<file path="config.mk">
export PLATFORM = sky130hd
export DESIGN_NAME = mul_sequencer_flat
export DESIGN_NICKNAME = d
export VERILOG_FILES = /design/src/rtl/mul_sequencer_if.sv /design/src/rtl/mul_sequencer.sv /design/src/flat_wrapper.sv
export SDC_FILE = /design/constraint.sdc
export NUM_CORES = 1
export LEC_CHECK = 0
export ABC_AREA = 1
export BUFFER_PORTS_ARGS = -buffer_cell sky130_fd_sc_hd__buf_4
export CAP_MARGIN = 40
export CORE_MARGIN = 4
export CORE_UTILIZATION = 43
export CTS_CLUSTER_DIAMETER = 30
export DETAILED_ROUTE_END_ITERATION = 16
export SLEW_MARGIN = 20
export SYNTH_ARGS = -nofsm -noshare
export SYNTH_HDL_FRONTEND = slang
export SYNTH_SLANG_ARGS = --single-unit
</file>
<file path="constraint.sdc">
create_clock -name clk -period 4.8 [get_ports clk]
set_input_delay 0.72 -clock clk [delete_from_list [all_inputs] [get_ports clk]]
set_output_delay 0.72 -clock clk [all_outputs]
set_load 0.02 [all_outputs]
</file>
<file path="src/rtl/mul_sequencer_if.sv">
// Multiply request/result bundle between Execute, the hazard unit and writeback.
// master: Execute/hazard side driving requests; slave: the mul_sequencer.
interface mul_sequencer_if #(
  parameter int WIDTH = 32
);
  logic             StartE;
  logic [WIDTH-1:0] SrcAE;
  logic [WIDTH-1:0] SrcBE;
  logic             SignedE;
  logic             LongE;
  logic [3:0]       RdLoE;
  logic [3:0]       RdHiE;
  logic             FlushE;
  logic             MulStall;
  logic             Busy;
  logic             Done;
  logic [WIDTH-1:0] ResultLo;
  logic [WIDTH-1:0] ResultHi;
  logic [3:0]       RdLo;
  logic [3:0]       RdHi;
  logic             WriteHi;

  modport master (
    output StartE, SrcAE, SrcBE, SignedE, LongE, RdLoE, RdHiE, FlushE,
    input  MulStall, Busy, Done, ResultLo, ResultHi, RdLo, RdHi, WriteHi
  );

  modport slave (
    input  StartE, SrcAE, SrcBE, SignedE, LongE, RdLoE, RdHiE, FlushE,
    output MulStall, Busy, Done, ResultLo, ResultHi, RdLo, RdHi, WriteHi
  );
endinterface

</file>
<file path="src/rtl/mul_sequencer.sv">
// Iterative radix-2 shift-add multiplier controller for the Execute stage.
// One multiply runs over WIDTH cycles on a single shared adder; the pipeline
// is stalled while it runs and the result is presented for one cycle in DONE.
// Optional feature macro: MUL_LONG_EN builds UMULL/SMULL support (signed
// operands, full 2*WIDTH product with final negation, WriteHi/ResultHi).
module mul_sequencer #(
  parameter int WIDTH = 32
) (
  input  logic           clk,
  input  logic           reset,
  mul_sequencer_if.slave bus
);

  localparam int CW = (WIDTH > 1) ? $clog2(WIDTH) : 1;

  typedef enum logic [1:0] {
    IDLE = 2'd0,
    RUN  = 2'd1,
    DONE = 2'd2
  } state_t;

  state_t           state_reg;
  logic [CW-1:0]    count_reg;
  logic [WIDTH-1:0] mcand_reg;
  logic [WIDTH-1:0] hi_reg;
  logic [WIDTH-1:0] lo_reg;
  logic [3:0]       rd_lo_reg;
  logic [3:0]       rd_hi_reg;
  logic             done_reg;
  logic [WIDTH-1:0] res_lo_reg;

  logic             accept;
  logic             last;
  logic [WIDTH:0]   sum;
  logic [WIDTH-1:0] hi_next;
  logic [WIDTH-1:0] lo_next;
  logic [WIDTH-1:0] mag_a;
  logic [WIDTH-1:0] mag_b;
  logic [WIDTH-1:0] final_lo;

`ifdef MUL_LONG_EN
  logic             sign_reg;
  logic             long_reg;
  logic [WIDTH-1:0] res_hi_reg;
  logic [WIDTH-1:0] final_hi;
  logic             sign_in;
`else
  logic             unused_mode;
`endif

  assign accept = (state_reg == IDLE) & bus.StartE & ~bus.FlushE;
  assign last   = (count_reg == CW'(WIDTH - 1));

  // One iteration: add the multiplicand when lo[0] is set, then shift {carry,hi,lo} right
  always_comb begin
    sum     = {1'b0, hi_reg} + (lo_reg[0] ? {1'b0, mcand_reg} : {(WIDTH+1){1'b0}});
    hi_next = sum[WIDTH:1];
    lo_next = {sum[0], lo_reg[WIDTH-1:1]};
  end

`ifdef MUL_LONG_EN
  // Signed operands run as magnitudes; the sign is reapplied to the full product at the end.
  // The most-negative value negates to itself, which is exactly its unsigned magnitude.
  always_comb begin
    sign_in = bus.SignedE & (bus.SrcAE[WIDTH-1] ^ bus.SrcBE[WIDTH-1]);
    mag_a   = (bus.SignedE & bus.SrcAE[WIDTH-1]) ? -bus.SrcAE : bus.SrcAE;
    mag_b   = (bus.SignedE & bus.SrcBE[WIDTH-1]) ? -bus.SrcBE : bus.SrcBE;
    {final_hi, final_lo} = sign_reg ? -{hi_next, lo_next} : {hi_next, lo_next};
  end
`else
  // Short build: unsigned product only; its low half equals the signed MUL result
  always_comb begin
    mag_a    = bus.SrcAE;
    mag_b    = bus.SrcBE;
    final_lo = lo_next;
  end
  assign unused_mode = bus.SignedE ^ bus.LongE;
`endif

  // Sequencer FSM with datapath and registered result/tag outputs
  always_ff @(posedge clk) begin
    if (reset) begin
      state_reg  <= IDLE;
      count_reg  <= '0;
      mcand_reg  <= '0;
      hi_reg     <= '0;
      lo_reg     <= '0;
      rd_lo_reg  <= '0;
      rd_hi_reg  <= '0;
      done_reg   <= 1'b0;
      res_lo_reg <= '0;
`ifdef MUL_LONG_EN
      sign_reg   <= 1'b0;
      long_reg   <= 1'b0;
      res_hi_reg <= '0;
`endif
    end else begin
      case (state_reg)
        IDLE: begin
          done_reg <= 1'b0;
          if (accept) begin
            mcand_reg <= mag_a;
            lo_reg    <= mag_b;
            hi_reg    <= '0;
            count_reg <= '0;
            rd_lo_reg <= bus.RdLoE;
            rd_hi_reg <= bus.RdHiE;
`ifdef MUL_LONG_EN
            sign_reg  <= sign_in;
            long_reg  <= bus.LongE;
`endif
            state_reg <= RUN;
          end
        end
        RUN: begin
          if (bus.FlushE) begin
            // Killed instruction: abandon quietly, no Done
            state_reg <= IDLE;
          end else begin
            hi_reg <= hi_next;
            lo_reg <= lo_next;
            if (last) begin
              state_reg  <= DONE;
              done_reg   <= 1'b1;
              res_lo_reg <= final_lo;
`ifdef MUL_LONG_EN
              res_hi_reg <= final_hi;
`endif
            end else begin
              count_reg <= count_reg + CW'(1);
            end
          end
        end
        DONE: begin
          // Already committed: FlushE has no effect here
          done_reg  <= 1'b0;
          state_reg <= IDLE;
        end
        default: begin
          done_reg  <= 1'b0;
          state_reg <= IDLE;
        end
      endcase
    end
  end

  assign bus.MulStall = ~bus.FlushE &
                        (((state_reg == IDLE) & bus.StartE) | (state_reg == RUN));
  assign bus.Busy     = (state_reg != IDLE);
  assign bus.Done     = done_reg;
  assign bus.ResultLo = res_lo_reg;
  assign bus.RdLo     = rd_lo_reg;
  assign bus.RdHi     = rd_hi_reg;
`ifdef MUL_LONG_EN
  assign bus.ResultHi = res_hi_reg;
  assign bus.WriteHi  = long_reg;
`else
  assign bus.ResultHi = '0;
  assign bus.WriteHi  = 1'b0;
`endif

endmodule
</file>
<file path="src/flat_wrapper.sv">
// flat-port wrapper written by rule: the top's interface ports become plain ports
module mul_sequencer_flat 
#(
  parameter int WIDTH = 32
)
  (clk, reset, bus_StartE, bus_SrcAE, bus_SrcBE, bus_SignedE, bus_LongE, bus_RdLoE, bus_RdHiE, bus_FlushE, bus_MulStall, bus_Busy, bus_Done, bus_ResultLo, bus_ResultHi, bus_RdLo, bus_RdHi, bus_WriteHi);
  mul_sequencer_if #(.WIDTH(WIDTH)) bus_i ();
  input  logic clk;
  input  logic reset;
  input wire logic [$bits(bus_i.StartE)-1:0] bus_StartE;
  input wire logic [$bits(bus_i.SrcAE)-1:0] bus_SrcAE;
  input wire logic [$bits(bus_i.SrcBE)-1:0] bus_SrcBE;
  input wire logic [$bits(bus_i.SignedE)-1:0] bus_SignedE;
  input wire logic [$bits(bus_i.LongE)-1:0] bus_LongE;
  input wire logic [$bits(bus_i.RdLoE)-1:0] bus_RdLoE;
  input wire logic [$bits(bus_i.RdHiE)-1:0] bus_RdHiE;
  input wire logic [$bits(bus_i.FlushE)-1:0] bus_FlushE;
  output wire logic [$bits(bus_i.MulStall)-1:0] bus_MulStall;
  output wire logic [$bits(bus_i.Busy)-1:0] bus_Busy;
  output wire logic [$bits(bus_i.Done)-1:0] bus_Done;
  output wire logic [$bits(bus_i.ResultLo)-1:0] bus_ResultLo;
  output wire logic [$bits(bus_i.ResultHi)-1:0] bus_ResultHi;
  output wire logic [$bits(bus_i.RdLo)-1:0] bus_RdLo;
  output wire logic [$bits(bus_i.RdHi)-1:0] bus_RdHi;
  output wire logic [$bits(bus_i.WriteHi)-1:0] bus_WriteHi;
  assign bus_i.StartE = bus_StartE;
  assign bus_i.SrcAE = bus_SrcAE;
  assign bus_i.SrcBE = bus_SrcBE;
  assign bus_i.SignedE = bus_SignedE;
  assign bus_i.LongE = bus_LongE;
  assign bus_i.RdLoE = bus_RdLoE;
  assign bus_i.RdHiE = bus_RdHiE;
  assign bus_i.FlushE = bus_FlushE;
  assign bus_MulStall = bus_i.MulStall;
  assign bus_Busy = bus_i.Busy;
  assign bus_Done = bus_i.Done;
  assign bus_ResultLo = bus_i.ResultLo;
  assign bus_ResultHi = bus_i.ResultHi;
  assign bus_RdLo = bus_i.RdLo;
  assign bus_RdHi = bus_i.RdHi;
  assign bus_WriteHi = bus_i.WriteHi;
  mul_sequencer #(.WIDTH(WIDTH)) u_core (.clk(clk), .reset(reset), .bus(bus_i));
endmodule
</file>
== Word-level counts from Yosys, hierarchy flattened ==
Cells that the tools add are included.
W data, S select, Z words.

* Output and inout bits: 76
* Logic and storage cells: 48
* Input port bits: 78
* Register bits after elaboration: 144

* Equal/unequal tests: 6
* Bitwise operators: 6
* $add $sub $neg: 2
* Multiplexer cells: 15
* Reductions and logical operators: 10

{| class="wikitable"
|+ Operators with widths
! cell !! count
|-
| $mux W32 || 5
|-
| $pmux W32 S2 || 2
|-
| $add A32 B33 Y33 || 1
|-
| $mux W5 || 3
|-
| $pmux W5 S2 || 1
|-
| $mux W2 || 3
|-
| $reduce_and A2 Y1 || 3
|-
| $reduce_and A3 Y1 || 2
|-
| $add A5 B1 Y5 const B || 1
|-
| $eq A5 B5 Y1 const B || 1
|-
| $ne A2 B2 Y1 const B || 2
|-
| $pmux W2 S2 || 1
|-
| $reduce_and A4 Y1 || 1
|-
| $reduce_bool A2 Y1 || 2
|-
| $and A1 B1 Y1 || 3
|-
| $ne A3 B2 Y1 const B || 1
|-
| $eq A2 B1 Y1 const B || 1
|-
| $logic_not A2 Y1 || 1
|-
| $ne A2 B1 Y1 const B || 1
|-
| $not A1 Y1 || 2
|-
| $reduce_or A2 Y1 || 1
|-
| $or A1 B1 Y1 || 1
|}

== Depth between registers and ports, before layout ==
Gate-level depths: netlist (run 1).

* Depth after elaboration: 5
* Gate-level depth with buffers: 18
* Depth with buffers taken out: 16

== Least setup slack after synthesis (run 1) ==
OpenSTA, ideal clock, no wires.

* Path type: register to register
* Start: reg u_core.lo_reg[0]
* End: reg u_core.hi_reg[31]
* Data arrival time: 2.261 ns
* Required time: 4.730 ns
* Buffers on the path: 2
* Stages on the path, launching flop included: 17
* Setup time: 0.070 ns
* Setup slack: 2.468 ns
* Period minus slack after synthesis: 2.332 ns
* Cells stage by stage: dfxtp_1 > clkbuf_1 > clkbuf_1 > nand2_1 > inv_1 > ha_1 > inv_1 > fa_1 > inv_1 > nand3_1 > nand3_1 > nand2_1 > nand2_1 > a21oi_1 > o21ai_0 > nand2_1 > a21oi_1

* Cells in the longest elaborated chain, start to end: 4

{| class="wikitable"
|+ Ends and longest elaborated chain
! item !! RTL line !! text
|-
| start: declaration || mul_sequencer.sv:26 || <nowiki>logic [WIDTH-1:0] lo_reg;</nowiki>
|-
| start signal: assignment || mul_sequencer.sv:103 || <nowiki>lo_reg <= mag_b;</nowiki>
|-
| start signal: assignment || mul_sequencer.sv:121 || <nowiki>lo_reg <= lo_next;</nowiki>
|-
| $mux W32 || mul_sequencer.sv:56 || <nowiki>sum = {1'b0, hi_reg} + (lo_reg[0] ? {1'b0, mcand_reg} : {(WIDTH+1){1'b0}});</nowiki>
|-
| $add A32 B33 Y33 || mul_sequencer.sv:56 ||
|-
| $mux W32 || mul_sequencer.sv:116 || <nowiki>if (bus.FlushE) begin</nowiki>
|-
| $pmux W32 S2 || mul_sequencer.sv:98 || <nowiki>case (state_reg)</nowiki>
|-
| end signal: assignment || mul_sequencer.sv:120 || <nowiki>hi_reg <= hi_next;</nowiki>
|-
| end: declaration || mul_sequencer.sv:25 || <nowiki>logic [WIDTH-1:0] hi_reg;</nowiki>
|}

No other way between the ends. The select of a mux whose other input is x is not followed.
A chain may end at the register's enable or synchronous reset.

== Worst setup path after layout (run 1) ==
* Start: reg u_core.lo_reg[0]
* End: reg u_core.hi_reg[15]

The elaborated chain is that of the path after synthesis.

==> run_results.csv, run 1 <==
group,metric,value,unit
global_route,grt_pass1_vias,7448,
timing,fin_crit,2.834,ns
timing,finalCritPeriodShare,59.05,%
hold_path,min_from,"u_core.bus.ResultLo[28]",
global_route,grt_use_met2,32.94,%
synth,yosys-top-cells-area,"dfxtp_1 35%, nand2_1 20%, inv_1 7.1%, nor2_1 5.8%, a21oi_1 5.6%",
detailed_routing,drcViolationCount,0,
setup_path,crit_start,"u_core.lo_reg[0]",
setup_path,worst_path_max_delay_cell,"dfxtp_1",
placement,globalplace.congestion,0.9285,
timing,rsz0062_at_grt,"false",
finish,antenna_cells,0,
timing,slew_headroom,47.07,%
clock_tree,cts.path.max_buffers,2,
setup_path,arrival,3.11,ns
synth,synth_common_cells,"430 x nand2_1, 154 x inv_1, 144 x dfxtp_1",
placement,dp_slack,1.842,ns
hold_path,min_path_type,"reg2reg",
synth,ys_warn_count,0,
timing,tightest_slew,0.7939,ns
timing,fin_ws,1.966,ns
clock_tree,cts_root_buffer,"clkbuf_16",
synth,synth-main-ff-cell,"dfxtp_1",
synth,ys_ff_latch,144,
setup_path,critPathMaxFanout,18,
setup_path,slowest_delay,0.71,ns
detailed_routing,first_iter_violations,392,
timing,clock_skew,0.01268,ns
finish,area_growth,18.24,%
synth,yosys.area.top_type_share,35.28,%
status,status,"completed",
setup_path,required,5.08,ns
floorplanning,die_w,145.9,um
floorplanning,die-height,145.9,um
detailed_routing,via_per_inst,4.813,
clock_tree,clock_latency,0.43,ns
setup_path,worstSetupPathType,"reg2reg",
clock_tree,clkSinkCount,144,
detailed_routing,wl_per_cell,13.21,um
placement,io_buffers,118,
setup_path,cp_cell_sequence,"buf_4 > nand2_1 > fa_1 > inv_1 > nand3_1 > nand3_1 > nand2_1 > nand2_1 > and2_1 > o21ai_0 > nand3_1 > a21oi_1",
synth,syn_area_per_cell,6.335,um2
global_route,gr-usage-met3,5.979,%
pwr,leakagePower,4.920,nW
timing,setup-tns-final,0,ns
pwr,p_total,2.905,mW
floorplanning,start_util,43.69,%
clock_tree,h-tree-depth,4,
setup_path,reg2reg_from,"u_core.lo_reg[0]",
setup_path,start_kind,"register",
synth,async_flop_share,0,%
synth,synth-seq-area-share,35.28,%
synth,synth.most_common_cell,"nand2_1",
floorplanning,ios,154,
run,maxCapViolCount,0,
placement,hpwl,15.60,mm
clock_tree,cts_tree,"yes",
timing,max_freq,352.8,MHz
global_route,overflow,0,
detailed_routing,ant_nets,0,
synth,synth_cells,1290,
timing,drv_slew,0,
clock_tree,path_clk_slew,0.07,ns
detailed_routing,vias,7836,
global_route,grt_pass1_wl,36.35,mm
global_route,grt_max_degree,67,
global_route,antenna_found_initial,0,
detailed_routing,first_pass_iters,5,
floorplanning,die-area,21270,um2
clock_tree,cts_hold_buffers,0,
clock_tree,ctsResizeCount,0,
global_route,groute.usage.overall,20.36,%
finish,drive_gt1_share,12.91,%
finish,finalNetCount,1494,
pwr,p_per_area,300.7,nW/um2
floorplanning,rows,50,
floorplanning,coreArea,18710,um2
timing,setup_viol_count_final,0,
synth,yosys.cell_types.count,31,
timing,finalHoldViolCount,0,
setup_path,end_kind,"register",
global_route,grt.met1_usage,26.91,%
pwr,irDropWorstVdd,0.0002475,V
detailed_routing,wirelength,21.51,mm
synth,synth_edf_count,0,
synth,synth_area,8172,um2
clock_tree,cts_buffers,17,
global_route,busiest_layer,"met2",
clock_tree,postCtsSetupBuffers,0,
synth,synth_top_area_cell,"dfxtp_1",
layout by cell type, fill, tap and decap left out, types with 5 or more instances in the layout:
master,n
xor2_1,6
a31oi_1,32
nor3_1,9
o21ai_0,69
dfxtp_1,144
o21ai_1,11
nand2_1,430
nand3_1,55
nor2_1,127
conb_1,33
inv_6,5
inv_2,9
or2_2,6
a21oi_1,92
buf_4,124
ha_1,34
clkbuf_16,17
nand4_1,5
inv_1,153
worst max-delay path, delay by kind of cell (launching register included):
kind | cells | cell delay [ns]
adder cells (fa/ha/maj) | 1 | 0.40
flip-flops | 1 | 0.71
buffers and inverters | 2 | 0.49
AO/OA/AOI/OAI | 2 | 0.15
AND/OR/NAND/NOR | 7 | 0.93
logic make-up (layout without fill, tap and decap cells):
kind of cell               Yosys count  count (layout)  synth area share [%]
AOI/OAI and AO/OA                  210             210                 13.54
xor gates and xnor gates             6               6                0.6431
adders and majority gates           35              35                 5.451
buffers and inverters              247             319                 13.20
DFF                                144             144                 35.28
other                                1              33               0.04589
and+or+nand+nor                    647             647                 31.85
area by class of cell:
cell class                      count  area [um2]
Fill cell                        1987        9044
Multi-Input combinational cell    931        4330
Sequential cell                   144        2883
Timing Repair Buffer              125       950.9
Inverter                          162       608.1
Clock buffer                       18       429.2
Tap cell                          234       292.8
Clock inverter                     14       167.7
metrics by stage:
stage / utilization [%] / std cells / instance area (um2) / hold slack, ns
2_1_floorplan: - / 1322 / 8292 / 0.4443
3_3_place_gp: 48.35 / 1595 / 9045 / 0.4494
3_5_place_dp: 48.46 / 1596 / 9065 / 0.4546
4_1_cts: 51.65 / 1628 / 9662 / 0.4644
5_1_grt: 51.65 / 1628 / 9662 / 0.4849
6_report: 51.65 / 1628 / 9662 / 0.4625
per-layer routing:
layer / wire [um] / up-vias / share of wire, %
li1: - / 4179 / -
met1: 10200 / 3475 / 47
met4: 228 / 0 / 1.1
met5: 0 / - / 0
met3: 1381 / 17 / 6.4
met2: 9701 / 165 / 45
path summary, 6_finish.rpt:
kind	endpoint	cells past startpoint	slack (ns)
max	u_core.hi_reg[15]	12	1.97
min	u_core.bus.ResultLo[28]	2	0.46
max reg2reg	u_core.hi_reg[15]	12	1.97
min reg2reg	u_core.bus.ResultLo[28]	2	0.46
power by group:
group | internal, mW | leakage [nW] | switching (mW)
logic | 0.100 | 3.46 | 0.164
registers | 1.24 | 1.17 | 0.0325
clock network | 0.783 | 0.286 | 0.581
total | 2.13 | 4.92 | 0.778
Note: power is estimated with default switching activity, not from simulation.
==> run 2: changes to the inputs <==
PLACE_DENSITY = 0.67   (was unset)
clock period = 2.3 ns   (was 4.8 ns; I/O delays follow)
==> run 2 against run 1 <==
- critical path depth increased by 1
- highest routed layer unchanged
- via count grew 2.0%
- sequential power is 110% higher
- worst setup slack got worse by 1.8 ns
==> run_results.csv, run 2 (synthesis gave the netlist of run 1 again) <==
group,metric,value,unit
detailed_routing,first_pass_iters,5,
pwr,irDropWorstVdd,0.0004966,V
floorplanning,ios,154,
pwr,seqPwrFrac,44.0,%
setup_path,slowest_delay,0.35,ns
setup_path,cp_top_family,"simple AND/OR/NAND/NOR gates",
setup_path,cp_num_buf_inv,2,
timing,max_freq,474.6,MHz
timing,fin_crit,2.107,ns
pwr,p_int,4.370,mW
finish,stdcell_area,9966,um2
placement,io_buffers,118,
finish,fill_cells,1863,
floorplanning,coreArea,18710,um2
setup_path,worst_path_max_delay_cell,"dfxtp_2",
timing,setup_viol_count_final,0,
clock_tree,clock_latency,0.43,ns
global_route,grt_max_degree,54,
detailed_routing,drcViolationCount,0,
finish,antenna_cells,0,
detailed_routing,ant_nets,0,
clock_tree,postCtsSetupBuffers,0,
setup_path,required,2.59,ns
setup_path,critPathMaxFanout,16,
finish,mostFrequentLayoutCells,"419 x nand2_1, 153 x inv_1, 143 x dfxtp_1, 135 x buf_4, 120 x nor2_1",
timing,drv_slew,0,
floorplanning,start_util,43.69,%
placement,hpwl,15.53,mm
clock_tree,clkSinkCount,144,
run,maxCapViolCount,0,
global_route,grt_pass1_wl,35.63,mm
timing,rsz0062_at_grt,"true",
finish,layout_commonest_cell,"nand2_1",
global_route,overflow,0,
placement,globalplace.congestion,0.9619,
timing,slew_headroom,61.42,%
detailed_routing,first_iter_violations,440,
pwr,swShare,27.69,%
pwr,power_frac_comb,9.7,%
finish,drive_gt1_share,16.77,%
global_route,grt_pass1_vias,7485,
pwr,clkPwrFrac,46.3,%
detailed_routing,wl_per_cell,13.07,um
floorplanning,rows,50,
clock_tree,cts.path.max_buffers,2,
clock_tree,cts_root_buffer,"clkbuf_16",
hold_path,min_path_type,"in2reg",
detailed_routing,via_per_inst,4.870,
pwr,p_per_area,606.4,nW/um2
floorplanning,die_w,145.9,um
placement,placed_area,9163,um2
finish,area_growth,21.96,%
setup_path,worstSetupPathType,"reg2reg",
timing,clock_skew,0.009213,ns
floorplanning,die-height,145.9,um
finish,utilization,53.28,%
pwr,leakagePower,4.984,nW
timing,tightest_slew,0.5778,ns
clock_tree,cts_tree,"yes",
clock_tree,h-tree-depth,4,
setup_path,path_common_cell,"nand2_1",
floorplanning,die-area,21270,um2
pwr,p_sw,1.673,mW
detailed_routing,vias,7991,
setup_path,arrival,2.40,ns
timing,finalCritPeriodShare,91.60,%
clock_tree,path_clk_slew,0.06,ns
status,status,"completed",
setup_path,end_kind,"register",
detailed_routing,wirelength,21.45,mm
timing,finalHoldViolCount,0,
setup_path,cp_cell_sequence,"buf_6 > nand2_1 > inv_1 > ha_1 > nand2_1 > nor2_1 > nand2_1 > nor2_1 > nand2_1 > nand2_1 > nand2_1 > nand3_1 > a21oi_1",
global_route,antenna_found_initial,0,
finish,finalNetCount,1507,
global_route,groute.usage.overall,20.04,%
setup_path,start_kind,"register",
clock_tree,cts_buffers,17,
run 2: cell types whose count changed in the layout (fill, tap and decap cells not counted), sizes merged:
cell / delta
clkinv: +2
bufinv: -1
buf: +13
clkbuf: -1
run 2: layout make-up:
cell class / instances / area [um2] / share of cell area (%)
clock buffers: 17 / 425.4 / 4.269
clock inverters: 15 / 172.7 / 1.733
inverters: 162 / 608.1 / 6.102
multi-input cells: 931 / 4527 / 45.42
flip-flops and latches: 144 / 2884 / 28.94
well taps: 234 / 292.8 / 2.938
repair buffers: 138 / 1056 / 10.60
run 2: what timing repair did:
item | 4_1_cts | 5_1_grt
setup endpoints to repair | 1 | 25
cloned | 0 | 0
pin swaps | 0 | 3
resized for setup | 1 | 46
hold buffers | 0 | 0
hold endpoints to repair | 0 | 0
run 2: worst reg2reg max path, delay by kind of cell (launching register included):
family,cells,cell delay (ns)
flops,1,0.35
buf+inv,2,0.20
fa+ha+maj,1,0.35
compound gates,1,0.06
simple gates,9,1.00
run 2: final timing paths:
kind / startpoint / endpoint / slack [ns] / cells past startpoint
worst max register to register: u_core.lo_reg[0] / u_core.hi_reg[28] / 0.19 / 13
worst max-delay path: u_core.lo_reg[0] / u_core.hi_reg[28] / 0.19 / 13
worst min-delay path: bus_RdLoE[1] / u_core.bus.RdLo[1] / 0.17 / 3
worst min register to register: u_core.bus.ResultLo[28] / u_core.bus.ResultLo[28] / 0.46 / 2
run 2: layer usage:
metal | GRT usage [%] | vias to the layer above | share of wire [%]
met4 | 5.508 | 0 | 1.4
met2 | 32.73 | 187 | 47
met1 | 26.16 | 3584 | 45
li1 | - | 4198 | -
met5 | 0 | - | 0
met3 | 5.450 | 22 | 6.6
run 2: stage by stage:
| stage | setup TNS [ns] | instances | power, mW | hold slack (ns) | worst slack (ns) |
|---|---|---|---|---|---|
| 2_1_floorplan | 0 | 1322 | 3.113 | 0.4443 | 0.05976 |
| 3_3_place_gp | 0 | 1609 | 3.282 | 0.4500 | 0.04875 |
| 3_5_place_dp | 0 | 1609 | 3.291 | 0.4539 | 0.005988 |
| 4_1_cts | 0 | 1641 | 6.085 | 0.1576 | 0.05218 |
| 5_1_grt | -0.03990 | 1641 | 6.292 | 0.1618 | -0.01841 |
| 6_report | 0 | 1641 | 6.043 | 0.1689 | 0.1932 |
run 2: power groups by stage:
| stage | clock network [mW] | logic [mW] | registers, mW |
|---|---|---|---|
| after floorplan | 0 | 0.403 | 2.71 |
| after global placement | 0 | 0.567 | 2.71 |
| after detailed placement | 0 | 0.576 | 2.72 |
| after CTS | 2.85 | 0.578 | 2.66 |
| after global routing | 2.96 | 0.655 | 2.67 |
| final | 2.80 | 0.584 | 2.66 |
